[config.mk]
export PLATFORM = sky130hd
export DESIGN_NAME = rx_frame_ctrl
export DESIGN_NICKNAME = d
export VERILOG_FILES = /design/src/rtl/rx_frame_ctrl.sv
export SDC_FILE = /design/constraint.sdc
export NUM_CORES = 1
export LEC_CHECK = 0
export CAP_MARGIN = 20
export CORE_AREA = 2 2 68 63
export CTS_CLUSTER_SIZE = 16
export DETAILED_ROUTE_END_ITERATION = 12
export DIE_AREA = 0 0 70 65
export GPL_TIMING_DRIVEN = 0
export PLACE_DENSITY = 0.8
export SLEW_MARGIN = 30
export SYNTH_ARGS = -nofsm -noshare
export SYNTH_HDL_FRONTEND = slang
export SYNTH_SLANG_ARGS = --single-unit
[constraint.sdc]
create_clock -name clk -period 6.2 [get_ports clk]
set_input_delay 0.93 -clock clk [delete_from_list [all_inputs] [get_ports clk]]
set_output_delay 0.93 -clock clk [all_outputs]
set_load 0.01 [all_outputs]
[src/rtl/rx_frame_ctrl.sv]
// UART receive frame controller: start detection, mid-bit sampling, parity/stop checks.
module rx_frame_ctrl #(
    parameter int unsigned OVERSAMPLE = 16,
    parameter int unsigned DATA_BITS  = 8
) (
    input  logic                 clk,
    input  logic                 rst,
    input  logic                 AcqSig_i,
    input  logic                 Rx_i,
    input  logic                 Enable_i,
    input  logic                 ParityEn_i,
    input  logic                 ParityOdd_i,
    input  logic                 StopBits2_i,
    output logic [4:0]           State_o,
    output logic [3:0]           BitIndex_o,
    output logic [DATA_BITS-1:0] Data_o,
    output logic                 DataValid_o,
    output logic                 ParityErr_o,
    output logic                 FrameErr_o,
    output logic                 Busy_o
);

    localparam logic [3:0] TICK_HALF = 4'(OVERSAMPLE / 2 - 1);
    localparam logic [3:0] TICK_FULL = 4'(OVERSAMPLE - 1);
    localparam logic [3:0] LAST_BIT  = 4'(DATA_BITS - 1);

    typedef enum logic [4:0] {
        IDLE   = 5'b00000,
        START  = 5'b00001,
        DATA   = 5'b00010,
        PARITY = 5'b00100,
        STOP   = 5'b01000,
        DONE   = 5'b10000
    } state_t;

    state_t               state_q, state_d;
    logic                 rx_prev_q, rx_prev_d;
    logic [3:0]           tick_cnt_q, tick_cnt_d;
    logic [3:0]           bit_idx_q, bit_idx_d;
    logic [DATA_BITS-1:0] shift_q, shift_d;
    logic                 cfg_par_en_q, cfg_par_en_d;
    logic                 cfg_odd_q, cfg_odd_d;
    logic                 cfg_stop2_q, cfg_stop2_d;
    logic                 stop_cnt_q, stop_cnt_d;
    logic                 perr_q, perr_d;
    logic                 ferr_q, ferr_d;
    logic [DATA_BITS-1:0] data_q, data_d;
    logic                 dv_q, dv_d;
    logic                 perr_out_q, perr_out_d;
    logic                 ferr_out_q, ferr_out_d;
    logic                 busy_q, busy_d;
    logic                 sample_c;
    logic                 ferr_c;

    // State and datapath registers
    always_ff @(posedge clk or negedge rst) begin
        if (!rst) begin
            state_q      <= IDLE;
            rx_prev_q    <= 1'b1;
            tick_cnt_q   <= '0;
            bit_idx_q    <= '0;
            shift_q      <= '0;
            cfg_par_en_q <= 1'b0;
            cfg_odd_q    <= 1'b0;
            cfg_stop2_q  <= 1'b0;
            stop_cnt_q   <= 1'b0;
            perr_q       <= 1'b0;
            ferr_q       <= 1'b0;
            data_q       <= '0;
            dv_q         <= 1'b0;
            perr_out_q   <= 1'b0;
            ferr_out_q   <= 1'b0;
            busy_q       <= 1'b0;
        end else begin
            state_q      <= state_d;
            rx_prev_q    <= rx_prev_d;
            tick_cnt_q   <= tick_cnt_d;
            bit_idx_q    <= bit_idx_d;
            shift_q      <= shift_d;
            cfg_par_en_q <= cfg_par_en_d;
            cfg_odd_q    <= cfg_odd_d;
            cfg_stop2_q  <= cfg_stop2_d;
            stop_cnt_q   <= stop_cnt_d;
            perr_q       <= perr_d;
            ferr_q       <= ferr_d;
            data_q       <= data_d;
            dv_q         <= dv_d;
            perr_out_q   <= perr_out_d;
            ferr_out_q   <= ferr_out_d;
            busy_q       <= busy_d;
        end
    end

    // Next-state, sampling and output-load logic
    always_comb begin
        state_d      = state_q;
        rx_prev_d    = rx_prev_q;
        tick_cnt_d   = tick_cnt_q;
        bit_idx_d    = bit_idx_q;
        shift_d      = shift_q;
        cfg_par_en_d = cfg_par_en_q;
        cfg_odd_d    = cfg_odd_q;
        cfg_stop2_d  = cfg_stop2_q;
        stop_cnt_d   = stop_cnt_q;
        perr_d       = perr_q;
        ferr_d       = ferr_q;
        data_d       = data_q;
        dv_d         = 1'b0;
        perr_out_d   = perr_out_q;
        ferr_out_d   = ferr_out_q;
        sample_c     = 1'b0;
        ferr_c       = ferr_q | ~Rx_i;

        if (AcqSig_i) begin
            rx_prev_d = Rx_i;
        end

        // Mid-bit sample point: half a bit into START, a full bit thereafter
        if (AcqSig_i) begin
            if (state_q == START) begin
                sample_c = (tick_cnt_q == TICK_HALF);
            end else if (state_q == DATA || state_q == PARITY || state_q == STOP) begin
                sample_c = (tick_cnt_q == TICK_FULL);
            end
        end

        case (state_q)
            IDLE: begin
                if (Enable_i && AcqSig_i && rx_prev_q && !Rx_i) begin
                    state_d      = START;
                    cfg_par_en_d = ParityEn_i;
                    cfg_odd_d    = ParityOdd_i;
                    cfg_stop2_d  = StopBits2_i;
                    perr_d       = 1'b0;
                    ferr_d       = 1'b0;
                end
            end
            START: begin
                if (sample_c) begin
                    if (Rx_i) begin
                        state_d = IDLE;
                    end else begin
                        state_d   = DATA;
                        bit_idx_d = '0;
                    end
                end
            end
            DATA: begin
                if (sample_c) begin
                    shift_d   = {Rx_i, shift_q[DATA_BITS-1:1]};
                    bit_idx_d = bit_idx_q + 4'd1;
                    if (bit_idx_q == LAST_BIT) begin
                        state_d    = cfg_par_en_q ? PARITY : STOP;
                        stop_cnt_d = 1'b0;
                    end
                end
            end
            PARITY: begin
                if (sample_c) begin
                    perr_d     = (^shift_q) ^ Rx_i ^ cfg_odd_q;
                    state_d    = STOP;
                    stop_cnt_d = 1'b0;
                end
            end
            STOP: begin
                if (sample_c) begin
                    ferr_d = ferr_c;
                    if (cfg_stop2_q && !stop_cnt_q) begin
                        stop_cnt_d = 1'b1;
                    end else begin
                        state_d    = DONE;
                        data_d     = shift_q;
                        perr_out_d = perr_q;
                        ferr_out_d = ferr_c;
                        dv_d       = 1'b1;
                    end
                end
            end
            DONE: begin
                state_d = IDLE;
            end
            default: begin
                state_d = IDLE;
            end
        endcase

        // Disable discards any partial frame without touching published results
        if (!Enable_i) begin
            state_d    = IDLE;
            data_d     = data_q;
            perr_out_d = perr_out_q;
            ferr_out_d = ferr_out_q;
            dv_d       = 1'b0;
        end

        // Tick counter restarts on every transition and after every sample
        if (state_d != state_q || sample_c) begin
            tick_cnt_d = '0;
        end else if (AcqSig_i) begin
            tick_cnt_d = tick_cnt_q + 4'd1;
        end

        busy_d = (state_d != IDLE);
    end

    assign State_o     = state_q;
    assign BitIndex_o  = bit_idx_q;
    assign Data_o      = data_q;
    assign DataValid_o = dv_q;
    assign ParityErr_o = perr_out_q;
    assign FrameErr_o  = ferr_out_q;
    assign Busy_o      = busy_q;

endmodule

==> results.ini <==
[outcome]
outcome = completed

[logic_synthesis]
yosys_warnings = 0
ys_ff_latch = 40
seq_area_frac_synth_pct = 45.5
syn_area_per_cell_um2 = 11.8
async_reset_ff_share_pct = 100
syn-instance-count = 187
ys.flop_type = dfrtp_1
synth_edf_count = 0
syn-num-nets = 197
synth.distinct_cells = 58
syn-cell-area_um2 = 2200

[critical_path]
crit_required_ns = 6.43
path_max_fanout = 6
crit_type = in2reg
reg2reg_slack_ns = 3.89
cp_data_arrival_time_ns = 3.00
cp-start-kind = input port
crit_path_end_kind = register

[sta]
fin_crit_sh_pct = 44.7
relSlewSlack_pct = 60.9
fin_tns_setup_ns = 0
min_period_ns = 2.77
timing.fmax_mhz = 361
worstMarginPinSlew_ns = 0.571
setup_viol = 0
hold_viol_final = 0
slew_viol_final = 0
skew_ns = 0.00548
rsz0062_at_grt = no

[global_routing]
grt_usage_pct = 22.0
grt_pass1_vias = 1667
grt_max_degree = 31
antenna_found_initial = 0
grt_overflow = 0
grt_pass1_wl_um = 7770

[clock_tree]
root_buffer = clkbuf_8
clock_latency_ns = 0.29
clk_path_buf_depth = 2
clock-sinks = 40
hold_buffers = 0
cts.htree.levels = 2
numCtsBuffers = 5
cts_tree = done
path_clk_slew_ns = 0.08
ctsResizeCount = 0
cts_setup_buffers = 0

[die]
start_util_pct = 56.3
die-area_um2 = 4550
fp-row-count = 22
core_um2 = 3910
die_h_um = 65
die_w_um = 70
ios = 29

[power]
p_leak_nw = 1.14
irDropWorstVdd_mv = 0.197
p_per_area_nw_per_um2 = 213

[drt]
vias = 1641
viasPerCell = 6.06
drt_pass1_iterations = 5
first_iter_violations = 114
routed_wirelength_um = 4580
post-route-drc-count = 0
ant_nets = 0
wire_per_inst_um = 16.9

[placed_design]
portBuffers = 27
place_area_um2 = 2550
gp_congestion = 0.945
dp_hpwl_um = 3310

[final_layout]
layout.nets = 232
fillers = 297
diodes = 0
utilization_pct = 67.5
stdcell_area_um2 = 2640
areaGrowthSynthToFinish_pct = 19.8
final_layout_size_suffix_gt1_share_pct = 21.5

[hold_path]
hold_class = in2async

[run]
max_cap_violations = 0

[registers in the layout, indices dropped and copies added (netlist names)]
signal        flops
Busy_o            1
tick_cnt_q        4
FrameErr_o        1
ferr_q            1
ParityErr_o       1
cfg_stop2_q       1
perr_q            1
rx_prev_q         1
State_o           5
cfg_odd_q         1
cfg_par_en_q      1
Data_o            8
BitIndex_o        4
stop_cnt_q        1
shift_q           8
DataValid_o       1
[cell usage after synthesis, types with 2 or more instances]
cell       count  area share (%)
a2111oi_0      2            0.80
a211oi_1       3             1.0
a21o_1         2            0.68
a21oi_1        6             1.4
a22o_1         2            0.80
a31oi_1        6             1.7
buf_2          3            0.68
buf_4          5             1.7
dfrtp_1       39              44
ha_1           2             1.1
inv_1          5            0.85
mux2_1         5             2.6
mux2_2        10             5.1
mux2_4         7             4.8
nand2_1        3            0.51
nand2b_1       3            0.85
nand3_1        6             1.4
nand4_1        4             1.1
nor2_1        13             2.2
nor2b_1        2            0.57
nor3_1         3            0.68
o211ai_1       2            0.68
o21a_1         2            0.68
o21ai_0        4            0.91
o21ai_1        4            0.91
xnor2_1       10             4.0
xor2_1         3             1.2
[where the power goes]
| part | internal (W) | switching, W | leakage (nW) |
|---|---|---|---|
| combinational | 0.0000408 | 0.0000453 | 0.556 |
| sequential | 0.000281 | 0.0000204 | 0.542 |
| clock | 0.0000907 | 0.0000849 | 0.0455 |
| total | 0.000412 | 0.000151 | 1.14 |
[cell usage in the layout, fill, tap and decap left out, drive strengths merged, types with 3 or more instances in the layout]
cell,synthesis,final
a2111oi,4,4
a211oi,4,4
a21oi,6,6
a31oi,6,6
buf,9,11
clkbuf,0,8
clkdlybuf4s50,0,26
dfrtp,39,39
inv,5,5
mux2,22,22
nand2,3,3
nand2b,3,3
nand3,6,6
nand4,4,4
nor2,13,13
nor3,4,4
o211ai,3,3
o21ai,8,8
xnor2,10,10
xor2,3,3
[worst max-delay path, cell delays in order]
cell and delay, ns:
clkdlybuf4s50_1 0.64, nor4bb_1 0.53, nand3_1 0.37, a21oi_1 0.23, o31a_1 0.17, or4b_1 0.11
[worst paths after layout]
| path | from | to | depth (start not counted) |
|---|---|---|---|
| setup / recovery | Enable_i | Busy_o | 6 |
| hold / removal | rst | tick_cnt_q[2] | 1 |
| setup reg to reg | State_o[2] | Data_o[5] | 5 |
| hold reg to reg | ferr_q | ferr_q | 1 |
| max in group asynchronous | rst | BitIndex_o[3] | 2 |
| min in group clk | ferr_q | ferr_q | 1 |
[per-stage QoR]
step | instances | worst slack [ns] | hold slack [ns] | total power, W
after floorplan | 187 | 3.73 | 0.464 | 0.000364
after global placement | 262 | 3.24 | 0.481 | 0.000384
after detailed placement | 263 | 3.24 | 0.494 | 0.000393
after CTS | 271 | 3.52 | 0.509 | 0.000567
after global routing | 271 | 3.36 | 0.510 | 0.000594
final | 271 | 3.43 | 0.510 | 0.000563
[layout make-up]
type | instances | area (um2) | share of cell area [%]
flip-flops and latches | 40 | 1000 | 38.0
clock buffers | 8 | 90.1 | 3.42
multi-input cells | 133 | 1120 | 42.4
inverters | 5 | 18.8 | 0.712
plain buffers | 9 | 63.8 | 2.42
well taps | 48 | 60.1 | 2.28
repair buffers | 28 | 285 | 10.8
[routing by layer]
metal | up-vias | global-route usage [%] | share of wire (%)
li1 | 766 | - | -
met1 | 793 | 29.1 | 46
met2 | 74 | 32.6 | 46
met3 | 8 | 7.00 | 6.7
met4 | 0 | 10.8 | 1.4
met5 | - | 0 | 0
[cell families (layout without fill, tap and decap cells)]
| group | Yosys count | count (layout) | share of synthesized area (%) |
|---|---|---|---|
| flip-flops | 40 | 40 | 45.5 |
| XOR/XNOR | 13 | 13 | 5.17 |
| AO/OA/AOI/OAI | 45 | 45 | 17.1 |
| AND/OR/NAND/NOR | 50 | 50 | 14.4 |
| buffers and inverters | 14 | 50 | 3.75 |
| adder cells (fa/ha/maj) | 2 | 2 | 1.14 |
| multiplexers | 23 | 23 | 12.9 |
Note: power is estimated with default switching activity, not from simulation.
